[src/rtl/alu_stage_ctrl_pkg.sv]
// rtl/alu_stage_ctrl_pkg.sv - shared encodings for the ALU stage control FSM
package alu_stage_ctrl_pkg;

  typedef enum logic [2:0] {
    ST_IFETCH,
    ST_DECODE,
    ST_EXEC,
    ST_MEM,
    ST_WB
  } state_t;

  localparam logic [5:0] OP_RTYPE = 6'b100000;
  localparam logic [5:0] OP_ADDI  = 6'b110000;
  localparam logic [5:0] OP_ANDI  = 6'b110010;
  localparam logic [5:0] OP_ORI   = 6'b110011;
  localparam logic [5:0] OP_LI    = 6'b111000;
  localparam logic [5:0] OP_LW    = 6'b001111;
  localparam logic [5:0] OP_SW    = 6'b011111;
  localparam logic [5:0] OP_BEQ   = 6'b000000;
  localparam logic [5:0] OP_BNE   = 6'b000001;
  localparam logic [5:0] OP_B     = 6'b111111;

  localparam logic [3:0] ALU_ADD = 4'b0000;
  localparam logic [3:0] ALU_SUB = 4'b0001;
  localparam logic [3:0] ALU_AND = 4'b0010;
  localparam logic [3:0] ALU_OR  = 4'b0011;

  typedef enum logic [1:0] {
    IMM_SEXT     = 2'b00,
    IMM_ZEXT     = 2'b01,
    IMM_HI16     = 2'b10,
    IMM_SEXT_SH2 = 2'b11
  } imm_ext_t;

  typedef enum logic [2:0] {
    CL_ILLEGAL,
    CL_RTYPE,
    CL_IMM,
    CL_LOAD,
    CL_STORE,
    CL_BEQ,
    CL_BNE,
    CL_JUMP
  } iclass_t;

  typedef struct packed {
    iclass_t    iclass;
    logic [3:0] alu_func;
    imm_ext_t   imm_ext;
  } dec_t;

endpackage

[src/rtl/alu_stage_ctrl_decode.sv]
// rtl/alu_stage_ctrl_decode.sv - opcode/func to instruction class, ALU op and immediate mode
module alu_stage_ctrl_decode
  import alu_stage_ctrl_pkg::*;
(
  input  logic [5:0] opcode,
  input  logic [3:0] func,
  output dec_t       dec
);

  always_comb begin
    dec.iclass   = CL_ILLEGAL;
    dec.alu_func = ALU_ADD;
    dec.imm_ext  = IMM_SEXT;
    case (opcode)
      OP_RTYPE: begin
        dec.iclass   = CL_RTYPE;
        dec.alu_func = func;
      end
      OP_ADDI: dec.iclass = CL_IMM;
      OP_ANDI: begin
        dec.iclass   = CL_IMM;
        dec.alu_func = ALU_AND;
        dec.imm_ext  = IMM_ZEXT;
      end
      OP_ORI: begin
        dec.iclass   = CL_IMM;
        dec.alu_func = ALU_OR;
        dec.imm_ext  = IMM_ZEXT;
      end
      // li relies on the datapath reading R0 as RF_A, so it is just an OR with R0
      OP_LI: begin
        dec.iclass   = CL_IMM;
        dec.alu_func = ALU_OR;
      end
      OP_LW: dec.iclass = CL_LOAD;
      OP_SW: dec.iclass = CL_STORE;
      OP_BEQ: begin
        dec.iclass   = CL_BEQ;
        dec.alu_func = ALU_SUB;
        dec.imm_ext  = IMM_SEXT_SH2;
      end
      OP_BNE: begin
        dec.iclass   = CL_BNE;
        dec.alu_func = ALU_SUB;
        dec.imm_ext  = IMM_SEXT_SH2;
      end
      OP_B: begin
        dec.iclass  = CL_JUMP;
        dec.imm_ext = IMM_SEXT_SH2;
      end
      default: ;
    endcase
  end

endmodule

[src/rtl/alu_stage_ctrl.sv]
// rtl/alu_stage_ctrl.sv - multi-cycle control FSM sequencing fetch, decode, execute, memory and writeback
module alu_stage_ctrl
  import alu_stage_ctrl_pkg::*;
(
  input  logic        Clk,
  input  logic        Reset,
  input  logic [31:0] Instr,
  input  logic        ALU_zero,
  input  logic        Mem_ready,
  output logic        IR_LdEn,
  output logic        PC_LdEn,
  output logic        PC_sel,
  output logic [1:0]  ImmExt,
  output logic        RF_B_sel,
  output logic        ALU_Bin_sel,
  output logic [3:0]  ALU_func,
  output logic        Mem_req,
  output logic        MEM_WrEn,
  output logic        RF_WrEn,
  output logic        RF_WrData_sel,
  output logic        Illegal
);

  state_t     state;
  logic       rst_hold;
  logic [5:0] op_q;
  logic [3:0] func_q;
  logic [5:0] dec_op;
  logic [3:0] dec_func;
  dec_t       dec;
  logic       unused_instr;

  assign unused_instr = ^Instr[25:4];

  // In DECODE the captured copy is still stale, so decode straight from the IR
  assign dec_op   = (state == ST_DECODE) ? Instr[31:26] : op_q;
  assign dec_func = (state == ST_DECODE) ? Instr[3:0]   : func_q;

  alu_stage_ctrl_decode u_decode (
    .opcode (dec_op),
    .func   (dec_func),
    .dec    (dec)
  );

  always_ff @(posedge Clk) begin
    if (!Reset) begin
      state    <= ST_IFETCH;
      rst_hold <= 1'b1;
      op_q     <= '0;
      func_q   <= '0;
    end else if (rst_hold) begin
      // One blanked cycle after reset so IFETCH only starts once Reset is high
      rst_hold <= 1'b0;
      state    <= ST_IFETCH;
    end else begin
      case (state)
        ST_IFETCH: state <= ST_DECODE;
        ST_DECODE: begin
          op_q   <= Instr[31:26];
          func_q <= Instr[3:0];
          state  <= (dec.iclass == CL_ILLEGAL) ? ST_IFETCH : ST_EXEC;
        end
        ST_EXEC: begin
          case (dec.iclass)
            CL_RTYPE, CL_IMM:  state <= ST_WB;
            CL_LOAD, CL_STORE: state <= ST_MEM;
            default:           state <= ST_IFETCH;
          endcase
        end
        ST_MEM: begin
          if (Mem_ready) state <= (dec.iclass == CL_LOAD) ? ST_WB : ST_IFETCH;
        end
        ST_WB:   state <= ST_IFETCH;
        default: state <= ST_IFETCH;
      endcase
    end
  end

  always_comb begin
    IR_LdEn       = 1'b0;
    PC_LdEn       = 1'b0;
    PC_sel        = 1'b0;
    ImmExt        = IMM_SEXT;
    RF_B_sel      = 1'b0;
    ALU_Bin_sel   = 1'b0;
    ALU_func      = ALU_ADD;
    Mem_req       = 1'b0;
    MEM_WrEn      = 1'b0;
    RF_WrEn       = 1'b0;
    RF_WrData_sel = 1'b0;
    Illegal       = 1'b0;
    if (!rst_hold) begin
      case (state)
        ST_IFETCH: IR_LdEn = 1'b1;
        ST_DECODE: begin
          if (dec.iclass == CL_ILLEGAL) begin
            Illegal = 1'b1;
            PC_LdEn = 1'b1;
          end
        end
        ST_EXEC: begin
          ALU_func = dec.alu_func;
          ImmExt   = dec.imm_ext;
          case (dec.iclass)
            CL_IMM, CL_LOAD, CL_STORE: ALU_Bin_sel = 1'b1;
            CL_BEQ: begin
              RF_B_sel = 1'b1;
              PC_LdEn  = 1'b1;
              PC_sel   = ALU_zero;
            end
            CL_BNE: begin
              RF_B_sel = 1'b1;
              PC_LdEn  = 1'b1;
              PC_sel   = !ALU_zero;
            end
            CL_JUMP: begin
              PC_LdEn = 1'b1;
              PC_sel  = 1'b1;
            end
            default: ;
          endcase
        end
        ST_MEM: begin
          Mem_req = 1'b1;
          if (dec.iclass == CL_STORE) begin
            MEM_WrEn = 1'b1;
            RF_B_sel = 1'b1;
            PC_LdEn  = Mem_ready;
          end
        end
        ST_WB: begin
          RF_WrEn       = 1'b1;
          RF_WrData_sel = (dec.iclass == CL_LOAD);
          PC_LdEn       = 1'b1;
        end
        default: ;
      endcase
    end
  end

endmodule

[config.mk]
export PLATFORM = sky130hd
export DESIGN_NAME = alu_stage_ctrl
export DESIGN_NICKNAME = d
export VERILOG_FILES = /design/src/rtl/alu_stage_ctrl_pkg.sv /design/src/rtl/alu_stage_ctrl_decode.sv /design/src/rtl/alu_stage_ctrl.sv
export SDC_FILE = /design/constraint.sdc
export NUM_CORES = 1
export LEC_CHECK = 0
export BUFFER_PORTS_ARGS = -buffer_cell sky130_fd_sc_hd__buf_2
export CAP_MARGIN = 40
export CORE_MARGIN = 2
export CORE_UTILIZATION = 47
export CTS_CLUSTER_DIAMETER = 150
export DETAILED_ROUTE_END_ITERATION = 7
export PLACE_DENSITY = 0.8
export SKIP_LAST_GASP = 1
export SLEW_MARGIN = 20
export SYNTH_ARGS = -nofsm -noshare
export SYNTH_HDL_FRONTEND = slang
export SYNTH_HIERARCHICAL = 1
export SYNTH_SLANG_ARGS = --single-unit
[constraint.sdc]
create_clock -name Clk -period 3.96 [get_ports Clk]
set_input_delay 0.792 -clock Clk [delete_from_list [all_inputs] [get_ports Clk]]
set_output_delay 0.792 -clock Clk [all_outputs]
set_load 0.02 [all_outputs]
==> Word-level counts from Yosys, hierarchy flattened <==
Index checks and enable logic that the tools add are counted.
{ "word_totals": {"reg_bits": 14, "inputBits": 36, "output_inout_bits": 16} }
{ "classes": {"n_eq_ne": 21, "muxes": 42, "n_bitwise": 1, "n_reduce_logical": 15} }
{ "ops": {"columns": ["op", "n"], "rows": [
  ["$eq 6x6->1 const B", 6],
  ["$mux 1", 25],
  ["$pmux 3 s7", 1],
  ["$pmux 4 s4", 1],
  ["$eq 3x3->1 const B", 5],
  ["$reduce_or 2->1", 7],
  ["$eq 3x2->1 const B", 4],
  ["$mux 4", 3],
  ["$pmux 3 s4", 1],
  ["$reduce_or 3->1", 3],
  ["$eq 3x1->1 const B", 2],
  ["$eq 6x1->1 const B", 1],
  ["$eq 6x4->1 const B", 1],
  ["$eq 6x5->1 const B", 1],
  ["$logic_not 3->1", 2],
  ["$logic_not 6->1", 1],
  ["$mux 2", 3],
  ["$mux 3", 2],
  ["$mux 6", 1],
  ["$pmux 3 s2", 1],
  ["$pmux 1 s4", 1],
  ["$pmux 2 s2", 1],
  ["$reduce_or 4->1", 1],
  ["$pmux 1 s3", 1],
  ["other kinds (4)", 4]
]} }

==> Longest topological paths before layout <==
Gate-level depths: netlist of run 1.
{ "logic_depth": {"word_depth": 10, "mapped_depth": 13, "depth_no_buf": 9} }

==> Hierarchy <==
The synthesis of run 1 kept the hierarchy.
{ "modules_own_cells": {"columns": ["mod", "instances", "cells_per_inst", "area_per_inst_um2"], "rows": [
  ["alu_stage_ctrl", 1, 117, 943.4],
  ["alu_stage_ctrl_decode", 1, 36, 217.7]
]} }

==> Worst setup path before layout of run 1 <==
OpenSTA, ideal clock, no wires.
{ "synth_path": {"path_kind": "register to output", "from": "register state[2]", "to": "output RF_B_sel", "arrival_time_ns": 2.836, "required_time_ns": 3.168, "path_slack_ns": 0.332, "stages_incl_launch_ff": 14, "n_path_buf": 4, "cell_sequence": "dfxtp_1 -> buf_2 -> nor3b_2 -> buf_4 -> mux2_2 -> clkbuf_1 -> nor3_1 -> mux2i_1 -> a2bb2oi_1 -> o21ai_0 -> buf_2 -> xor2_1 -> o21ai_0 -> nor3_1"} }
{ "synth_lines": {"columns": ["element", "line", "source"], "rows": [
  ["start, declared", "alu_stage_ctrl.sv:24", "state_t state;"],
  ["start signal, assigned", "alu_stage_ctrl.sv:61", "state <= (dec.iclass == CL_ILLEGAL) ? ST_IFETCH : ST_EXEC;"],
  ["start signal, assigned", "alu_stage_ctrl.sv:71", "if (Mem_ready) state <= (dec.iclass == CL_LOAD) ? ST_WB : ST_IFETCH;"],
  ["end, declared", "alu_stage_ctrl.sv:14", "output logic RF_B_sel,"]
]} }

==> results of run 1 <==
==> flip-flops by register name, summed over array words and instances (netlist names) <==
register / flops
func_q: 4
rst_hold: 1
op_q: 6
state: 3
==> what timing repair did <==
item | CTS | global route
pin swaps | 0 | 1
gates resized for setup | 1 | 6
endpoints found under the setup margin | 2 | 7
==> worst max-delay path, delay by kind of cell (launching register included) <==
family / cells / cell delay (ns)
AO/OA/AOI/OAI: 2 / 0.37
flip-flops: 1 / 0.39
buffers and inverters: 2 / 0.33
multiplexers: 1 / 0.40
AND/OR/NAND/NOR: 4 / 1.27
==> per-stage QoR <==
step	cell area (um2)	cells	TNS (ns)	hold slack, ns
after global placement	1310	203	0	0.438
final	1370	207	0	0.461
after global routing	1370	207	-0.0865	0.485
after CTS	1340	207	0	0.463
after floorplan	1160	153	0	0.428
after detailed placement	1320	204	0	0.452
==> layer usage <==
layer / track usage, % / up-vias
li1: - / 585
met1: 21.8 / 550
met2: 36.4 / 33
met3: 6.39 / 2
met4: 3.85 / 0
met5: 0 / -
==> cell type report <==
type	count	area, um2
repair buffers	35	203
fillers	217	1040
multi-input cells	122	813
clock buffers	3	22.5
inverters	3	11.3
well taps	30	37.5
flip-flops and latches	14	282
==> cell usage in the layout (no fill, tap or decap), drive strengths merged, types with 4 or more instances in the layout <==
master and count:
buf 35, nand2 25, dfxtp 14, a21oi 13, and2 11, mux2 11
o21ai 9, nor3 5, nor2 5, and3 4, nor2b 4, nand3 4
nor3b 4
==> worst max-delay path by stage <==
stage                     startpoint          end  slack (ns)  depth (start not counted)
after CTS                   state[1]      PC_LdEn       0.006                         12
final                       state[1]  ALU_Bin_sel        0.12                          9
after floorplan             state[2]     RF_B_sel        0.33                         13
after global placement      state[1]     MEM_WrEn        0.24                          9
after global routing        state[1]     MEM_WrEn       -0.04                          9
after detailed placement    state[1]     MEM_WrEn        0.20                          9
==> cells by family after synthesis <==
kind of cell | Yosys count
and+or+nand+nor | 75
AOI/OAI and AO/OA | 33
buffers and inverters | 17
DFF | 14
muxes | 12
xor gates and xnor gates | 2
==> power by group through the flow <==
stage | Clock, mW | Combinational, mW | Sequential [mW]
2_1_floorplan | 0 | 0.0937 | 0.151
3_3_place_gp | 0 | 0.115 | 0.153
3_5_place_dp | 0 | 0.119 | 0.153
4_1_cts | 0.0823 | 0.121 | 0.150
5_1_grt | 0.0853 | 0.137 | 0.151
6_report | 0.0784 | 0.125 | 0.150
==> impl_metrics.py, run 1 <==
metrics = {
    "worst_setup_path": {
        "crit_required_ns": 3.17,
        "start_kind": "register",
        "worstPathCellList": "nor3b_4, buf_12, mux2_2, or4_4, nor2_2, a21o_1, nor3b_2, o21a_1, buf_2",
        "reg2reg_to": "state[1]",
        "reg2reg_depth": 9,
        "r2r-start": "state[1]",
        "slowest_stage": "or4_4",
        "cpPeakStageDelay_ns": 0.59,
        "r2r_slack_ns": 0.98,
        "critPathMaxFanout": 12,
        "crit_type": "register to output port",
        "end_kind": "output port",
        "crit_arrival_ns": 3.05,
    },
    "yosys": {
        "synthTopCellsByCount": "nand2_1, dfxtp_1, a21oi_1",
        "yosysWarnings": 6,
        "synth_area_per_cell_um2": 7.59,
        "synth_ff_type": "dfxtp_1",
        "yosys.area_share.simple_pct": 37.5,
        "synthXorXnorAreaFrac_pct": 1.51,
        "syn_nets": 189,
        "ys_ff_latch": 14,
        "synth_fa_ha_area_share_pct": 0,
        "synth_edf_count": 0,
        "synth_top_area_share_pct": 24.1,
        "synth_seq_area_share_pct": 24.1,
        "synth_compound_area_share_pct": 17.2,
        "yosysTopAreaCell": "dfxtp_1",
        "synth.distinct_cells": 44,
        "async_flop_share_pct": 0,
        "synth_area_leaders": "dfxtp_1, mux2_2, nand2_1",
        "synth_most_common_cell": "nand2_1",
        "synth_top_family_by_area": "simple AND/OR/NAND/NOR gates",
        "yosys-mux-area-fraction_pct": 11.5,
        "synthesis.area_mm2": 0.00116,
        "postSynthCellCount": 153,
    },
    "power_and_ir_drop": {
        "power_density_mw_per_mm2": 258,
        "sequentialPowerShare_pct": 42.6,
        "internal_power_mw": 0.239,
        "p_sw_share_pct": 32.3,
        "ir_drop_mv": 0.186,
        "p_switching_mw": 0.114,
        "total_power_mw": 0.353,
        "clkPwrFrac_pct": 22.2,
        "p_comb_share_pct": 35.3,
        "p_leak_nw": 0.581,
    },
    "sta": {
        "period_minus_slack_ns": 3.84,
        "finalSetupViolCount": 0,
        "rsz0062_at_grt": "yes",
        "hold_violations": 0,
        "slew_headroom_pct": 52.2,
        "slew_violations": 0,
        "period_share_pct": 96.9,
        "max_freq_mhz": 260,
        "fin_skew_ns": 0.00102,
        "max_slew.worst_pin.slew_ns": 0.711,
        "setup_ws_ns": 0.121,
    },
    "drt": {
        "post_drt_wl_per_cell_um": 13.0,
        "via_per_inst": 5.65,
        "drt-pass1-iter-count": 4,
        "wirelength_um": 2700,
        "drc_errors": 0,
        "wl_met1_um": 1170,
        "num_vias": 1170,
        "drtIter0Drc": 21,
        "wl_met2_um": 1360,
        "dr_wl_met3_um": 153,
        "ant_nets": 0,
        "routed.top_layer": "met4",
    },
    "worst_hold_path": {
        "hold_path_depth": 2,
        "holdPathEnd": "op_q[4]",
        "hold_start": "op_q[4]",
        "holdCritPathClass": "register to register",
    },
    "clocking": {
        "clock_path_buffers": 2,
        "insertion_delay_ns": 0.27,
        "cts_buffers": 3,
        "cts-root-buf": "clkbuf_4",
        "cts_tree": "done",
        "h-tree-depth": 1,
        "cts.clk_slew.worst_paths_ns": 0.08,
        "postCtsSetupBuffers": 0,
        "clock_sinks": 14,
        "cts_hold_buffers": 0,
    },
    "placement": {
        "globalplace.congestion": 0.827,
        "place_ws_ns": 0.203,
        "io_buffers": 29,
        "dpl.hpwl_um": 2030,
    },
    "die": {
        "die-area_mm2": 0.00288,
        "io_pins": 52,
        "start_util_pct": 48.2,
        "coreArea_mm2": 0.00241,
        "die-width_um": 53.7,
        "rows": 18,
        "die_h_um": 53.7,
    },
    "status": {
        "status": "complete, no violations",
    },
    "layout": {
        "utilization_pct": 56.8,
        "syn_to_final_growth_pct": 17.9,
        "diodes": 0,
        "layout-drive-gt1-share_pct": 33.3,
        "layout.nets": 215,
    },
    "flow_run": {
        "max_cap_violations": 0,
    },
    "grt": {
        "antenna_found_initial": 0,
        "grtUsageTotal_pct": 19.7,
        "grt_first_pass_wirelength_um": 4260,
        "grt_max_degree": 18,
        "grt_pass1_vias": 1064,
        "gr-total-overflow": 0,
    },
}
No activity file was read; power rests on OpenSTA's default activity.
==> inputs of run 2 (changes only) <==
Settings changed: ABC_AREA set to 1, CORE_UTILIZATION 47 to 49.
==> impl_metrics.py, run 2 <==
metrics = {
    "status": {
        "status": "complete, no violations",
    },
    "sta": {
        "max_freq_mhz": 281,
        "slew_violations": 0,
        "period_share_pct": 89.8,
        "slew_headroom_pct": 61.7,
        "setup-tns-final_ns": 0,
        "hold_violations": 0,
        "period_minus_slack_ns": 3.56,
        "finalSetupViolCount": 0,
        "rsz0062_at_grt": "no",
        "fin_skew_ns": 0.00138,
        "max_slew.worst_pin.slew_ns": 0.573,
        "hold_slack_ns": 0.571,
    },
    "layout": {
        "largest_reg_flops": 6,
        "fillCellCount": 264,
        "regMostFlops": "op_q",
        "syn_to_final_growth_pct": 13.4,
        "layout.cells.most_common_list": "nor2_1, nand2_1, inv_1",
        "diodes": 0,
        "instances_no_fill": 281,
        "layout-drive-gt1-share_pct": 29.5,
        "mostFrequentLayoutCell": "nor2_1",
        "utilization_pct": 59.7,
        "layout.nets": 288,
        "top_regs": "op_q (6), func_q (4), state (3)",
    },
    "drt": {
        "post_drt_wl_per_cell_um": 9.53,
        "drt-pass1-iter-count": 4,
        "wirelength_um": 2680,
        "drtIter0Drc": 38,
        "drc_errors": 0,
        "via_per_inst": 4.86,
        "num_vias": 1365,
        "ant_nets": 0,
    },
    "power_and_ir_drop": {
        "total_power_mw": 0.399,
        "ir_drop_mv": 0.210,
        "p_leak_nw": 0.874,
        "power_density_mw_per_mm2": 265,
    },
    "yosys": {
        "async_flop_share_pct": 0,
        "synth_area_per_cell_um2": 5.91,
        "synth_top_area_share_pct": 21.1,
        "synth_ff_type": "dfxtp_1",
        "synth_area_leaders": "dfxtp_1, nor2_1, nand2_1",
        "yosysTopAreaCell": "dfxtp_1",
        "syn_nets": 261,
        "postSynthCellCount": 225,
        "synth_seq_area_share_pct": 21.1,
        "synth_edf_count": 0,
        "synthTopCellsByCount": "nor2_1, nand2_1, inv_1",
        "synth_most_common_cell": "nor2_1",
        "synthesis.area_mm2": 0.00133,
        "synth.distinct_cells": 27,
        "yosysWarnings": 6,
        "ys_ff_latch": 14,
    },
    "worst_setup_path": {
        "r2r-start": "state[1]",
        "path_depth": 18,
        "start_kind": "register",
        "cpPeakStageDelay_ns": 0.41,
        "slowest_stage": "dfxtp_1",
        "critPathBufInv": 4,
        "reg2reg_depth": 16,
        "end_kind": "output port",
        "crit_family": "simple AND/OR/NAND/NOR gates",
        "crit_type": "register to output port",
        "crit_top_cell": "nand2_1",
        "critPathMaxFanout": 15,
        "r2r_slack_ns": 1.61,
        "endpoint": "PC_LdEn",
        "crit_path_start": "state[1]",
        "crit_arrival_ns": 2.76,
        "crit_required_ns": 3.17,
        "reg2reg_to": "state[1]",
        "worstPathCellList": "inv_2, nand3_4, buf_4, nand2_2, o21ai_1, nor2_1, nand2_1, nand2_1, nor2_1, nand2_1, nor2_2, nand2_1, inv_2, nand2_1, nand2_1, nor2_1, nor2_1, buf_2",
    },
    "clocking": {
        "cts-root-buf": "clkbuf_4",
        "clock_sinks": 14,
        "cts_tree": "done",
        "insertion_delay_ns": 0.28,
        "h-tree-depth": 1,
        "cts_hold_buffers": 0,
        "clock_path_buffers": 2,
        "postCtsSetupBuffers": 0,
        "cts_buffers": 3,
        "cts.clk_slew.worst_paths_ns": 0.09,
    },
    "die": {
        "rows": 18,
        "coreArea_mm2": 0.00252,
        "start_util_pct": 52.7,
        "die-width_um": 56.1,
        "die_h_um": 56.1,
        "io_pins": 52,
        "die-area_mm2": 0.00314,
    },
    "placement": {
        "globalplace.congestion": 0.828,
        "placedCellCount": 277,
        "io_buffers": 29,
        "dpl.hpwl_um": 2120,
    },
    "flow_run": {
        "max_cap_violations": 0,
    },
    "grt": {
        "grt_max_degree": 22,
        "antenna_found_initial": 0,
        "gr-total-overflow": 0,
        "grt_pass1_vias": 1151,
        "grtUsageTotal_pct": 17.6,
        "grt_first_pass_wirelength_um": 4640,
    },
    "worst_hold_path": {
        "holdCritPathClass": "register to register",
    },
}
-- run 2: final cells by class --
| type | count | area, um2 | area share [%] |
|---|---|---|---|
| clock buffers | 4 | 36.3 | 2.41 |
| inverters | 46 | 173 | 11.5 |
| multi-input cells | 156 | 820 | 54.4 |
| flip-flops and latches | 14 | 280 | 18.6 |
| well taps | 30 | 37.5 | 2.49 |
| repair buffers | 31 | 160 | 10.6 |
-- run 2: worst min-delay path: stages, from the launching register on --
cell      delay (ns)
dfxtp_1         0.35
nand2_2         0.07
o211ai_2        0.05
nand2_1         0.04
inv_1           0.04
-- run 2: report_power, final --
part / internal [mW] / switching (mW)
combinational: 0.0469 / 0.0896
sequential: 0.150 / 0.00836
clock: 0.0559 / 0.0483
total: 0.253 / 0.146
-- run 2: per-stage QoR --
| stage | setup WS [ns] | area, um2 |
|---|---|---|
| final | 0.405 | 1510 |
| after global routing | 0.0997 | 1510 |
| after floorplan | 0.785 | 1330 |
| after detailed placement | 0.580 | 1460 |
| after global placement | 0.613 | 1460 |
| after CTS | 0.259 | 1500 |
-- run 2: how the worst min path moves through the flow --
stage | cells past startpoint | end | slack [ns] | start
2_1_floorplan | 4 | func_q[0] | 0.53 | func_q[0]
3_3_place_gp | 4 | op_q[1] | 0.55 | op_q[1]
3_5_place_dp | 4 | func_q[1] | 0.55 | func_q[1]
4_1_cts | 4 | func_q[1] | 0.58 | func_q[1]
5_1_grt | 4 | op_q[0] | 0.61 | op_q[0]
6_report | 4 | func_q[1] | 0.57 | func_q[1]
-- run 2: timing repair --
action,in CTS,in global routing
resized for setup,0,1
endpoints found under the hold margin,0,0
endpoints found under the setup margin,0,1
-- run 2: logic make-up (layout without fill, tap and decap cells) --
logic type / after synthesis / in the layout / synth area share, %
simple gates: 129 / 129 / 44.4
compound gates: 26 / 26 / 16.0
xor+xnor: 1 / 1 / 0.659
flops: 14 / 14 / 21.1
buf+inv: 55 / 81 / 17.8
-- run 2: routing by layer --
layer	vias to the layer above	track usage [%]	share of wire (%)
met4	0	3.06	0
met2	27	30.4	46
met3	0	2.79	4.1
met5	-	0	0
met1	587	23.3	50
li1	751	-	-
==> inputs of run 3 (changes only) <==
Settings changed: BUFFER_PORTS_ARGS -buffer_cell sky130_fd_sc_hd__buf_2 to not set, CORE_UTILIZATION 49 to 54, DONT_BUFFER_PORTS set to 1, PLACE_DENSITY 0.8 to 0.69, SYNTH_HIERARCHICAL 1 to not set.
==> impl_metrics.py, run 3 <==
metrics = {
    "clocking": {
        "clock_path_buffers": 2,
        "clock_sinks": 14,
        "insertion_delay_ns": 0.29,
        "cts_hold_buffers": 0,
        "cts_buffers": 3,
        "cts_tree": "done",
        "cts.clk_slew.worst_paths_ns": 0.09,
        "ctsResizeCount": 0,
        "h-tree-depth": 1,
        "cts-root-buf": "clkbuf_4",
        "postCtsSetupBuffers": 0,
    },
    "sta": {
        "finalSetupViolCount": 0,
        "max_freq_mhz": 315,
        "fin_skew_ns": 0.0112,
        "period_share_pct": 80.2,
        "slew_headroom_pct": 47.9,
        "slew_violations": 0,
        "rsz0062_at_grt": "no",
        "hold_violations": 0,
        "max_slew.worst_pin.slew_ns": 0.781,
        "period_minus_slack_ns": 3.18,
        "setup-tns-final_ns": 0,
    },
    "layout": {
        "syn_to_final_growth_pct": 4.32,
        "top_regs": "op_q (6), func_q (4), state (3)",
        "layout.cells.most_common_list": "nand2_1, inv_1, nor2_1",
        "layout.nets": 238,
        "largest_reg_flops": 6,
        "fillCellCount": 218,
        "mostFrequentLayoutCell": "nand2_1",
        "layout-drive-gt1-share_pct": 16.4,
        "diodes": 0,
        "regMostFlops": "op_q",
    },
    "worst_setup_path": {
        "end_kind": "output port",
        "r2r_slack_ns": 1.92,
        "crit_arrival_ns": 2.39,
        "crit_type": "register to output port",
        "reg2reg_to": "state[1]",
        "r2r-start": "state[0]",
        "reg2reg_depth": 13,
        "critPathMaxFanout": 14,
        "crit_required_ns": 3.17,
        "start_kind": "register",
    },
    "power_and_ir_drop": {
        "p_leak_nw": 0.639,
        "power_density_mw_per_mm2": 295,
        "sequentialPowerShare_pct": 43.0,
        "p_switching_mw": 0.130,
        "ir_drop_mv": 0.256,
        "p_comb_share_pct": 27.5,
        "clkPwrFrac_pct": 29.6,
        "internal_power_mw": 0.236,
        "p_sw_share_pct": 35.5,
        "total_power_mw": 0.366,
    },
    "drt": {
        "wirelength_um": 2820,
        "ant_nets": 0,
        "num_vias": 1223,
        "drt-pass1-iter-count": 4,
        "post_drt_wl_per_cell_um": 12.4,
        "drc_errors": 0,
        "drtIter0Drc": 24,
        "via_per_inst": 5.36,
    },
    "yosys": {
        "async_flop_share_pct": 0,
        "synth_area_leaders": "dfxtp_1, nand2_1, inv_1",
        "synth_edf_count": 0,
        "synth_ff_type": "dfxtp_1",
        "yosysTopAreaCell": "dfxtp_1",
        "synth_top_area_share_pct": 23.6,
        "synth_most_common_cell": "nand2_1",
        "yosysWarnings": 0,
        "syn_nets": 236,
        "ys_ff_latch": 14,
        "synthesis.area_mm2": 0.00119,
        "synth.distinct_cells": 26,
        "synth_seq_area_share_pct": 23.6,
        "synth_area_per_cell_um2": 5.94,
        "postSynthCellCount": 200,
        "synthTopCellsByCount": "nand2_1, inv_1, nor2_1",
    },
    "grt": {
        "grt_pass1_vias": 1133,
        "grt_max_degree": 25,
        "gr-total-overflow": 0,
        "grtUsageTotal_pct": 24.2,
        "grt_first_pass_wirelength_um": 4810,
        "antenna_found_initial": 0,
    },
    "worst_hold_path": {
        "holdCritPathClass": "register to register",
        "holdPathEnd": "func_q[3]",
        "hold_start": "func_q[3]",
        "hold_path_depth": 2,
    },
    "die": {
        "coreArea_mm2": 0.00202,
        "io_pins": 52,
        "die-width_um": 50.9,
        "die_h_um": 50.9,
        "die-area_mm2": 0.00259,
        "rows": 16,
        "start_util_pct": 58.8,
    },
    "status": {
        "status": "complete, no violations",
    },
    "flow_run": {
        "max_cap_violations": 0,
    },
    "placement": {
        "io_buffers": 0,
        "globalplace.congestion": 0.937,
        "dpl.hpwl_um": 2220,
    },
}
## run 3: cell families (layout without fill, tap and decap cells)
family / count (synthesis) / after routing / synth area share, %
AOI/OAI and AO/OA: 30 / 30 / 13.9
buffers and inverters: 39 / 40 / 12.9
DFF: 14 / 14 / 23.6
and+or+nand+nor: 117 / 117 / 49.6
## run 3: area by class of cell
type	instances	area (um2)	area share, %
inverter	36	135	10.9
sequential	14	280	22.6
multi-input combinational	147	754	60.8
tap	27	33.8	2.72
clock buffer	4	36.3	2.93
## run 3: layer usage
| layer | wire (um) | up-vias | share of wire, % | track usage, % |
|---|---|---|---|---|
| li1 | - | 637 | - | - |
| met1 | 1280 | 558 | 46 | 27.7 |
| met2 | 1380 | 26 | 49 | 44.4 |
| met3 | 136 | 2 | 4.8 | 6.43 |
| met4 | 15 | 0 | 0.53 | 5.86 |
| met5 | 0 | - | 0 | 0 |
## run 3: per-stage QoR
stage	worst slack [ns]	cell area (um2)	utilization [%]	std cells	hold WS (ns)
final	0.783	1240	61.3	228	0.468
after global placement	1.11	1200	59.5	224	0.449
after detailed placement	1.12	1200	59.5	224	0.460
after CTS	0.775	1240	61.3	228	0.474
after floorplan	1.31	1190	-	200	0.442
after global routing	0.567	1240	61.3	228	0.498
## run 3: worst max path at each step
stage / start / endpoint / slack, ns / depth (start not counted)
after floorplan: Instr[28] / ImmExt[0] / 1.31 / 8
after global placement: state[0] / Illegal / 1.11 / 10
after detailed placement: state[0] / Illegal / 1.12 / 10
after CTS: state[0] / Illegal / 0.78 / 10
after global routing: state[0] / Illegal / 0.57 / 10
final: state[0] / Illegal / 0.78 / 10
## run 3: worst max-delay path, cell delays in order, from the launching register on
cell and delay, ns:
dfxtp_1 0.47, nand3_4 0.23, inv_1 0.28, nand2_1 0.08, nand2_1 0.15, nor2_4 0.08
nand3_1 0.13, nand2_1 0.08, nor2_2 0.15, nand3_1 0.11, nor2_1 0.33
## run 3: power by group through the flow
stage / registers (mW) / logic (mW) / clock network (mW)
floorplan: 0.157 / 0.0878 / 0
global placement: 0.160 / 0.0989 / 0
detailed placement: 0.160 / 0.100 / 0
CTS: 0.157 / 0.101 / 0.111
global route: 0.159 / 0.115 / 0.116
finish: 0.157 / 0.101 / 0.108
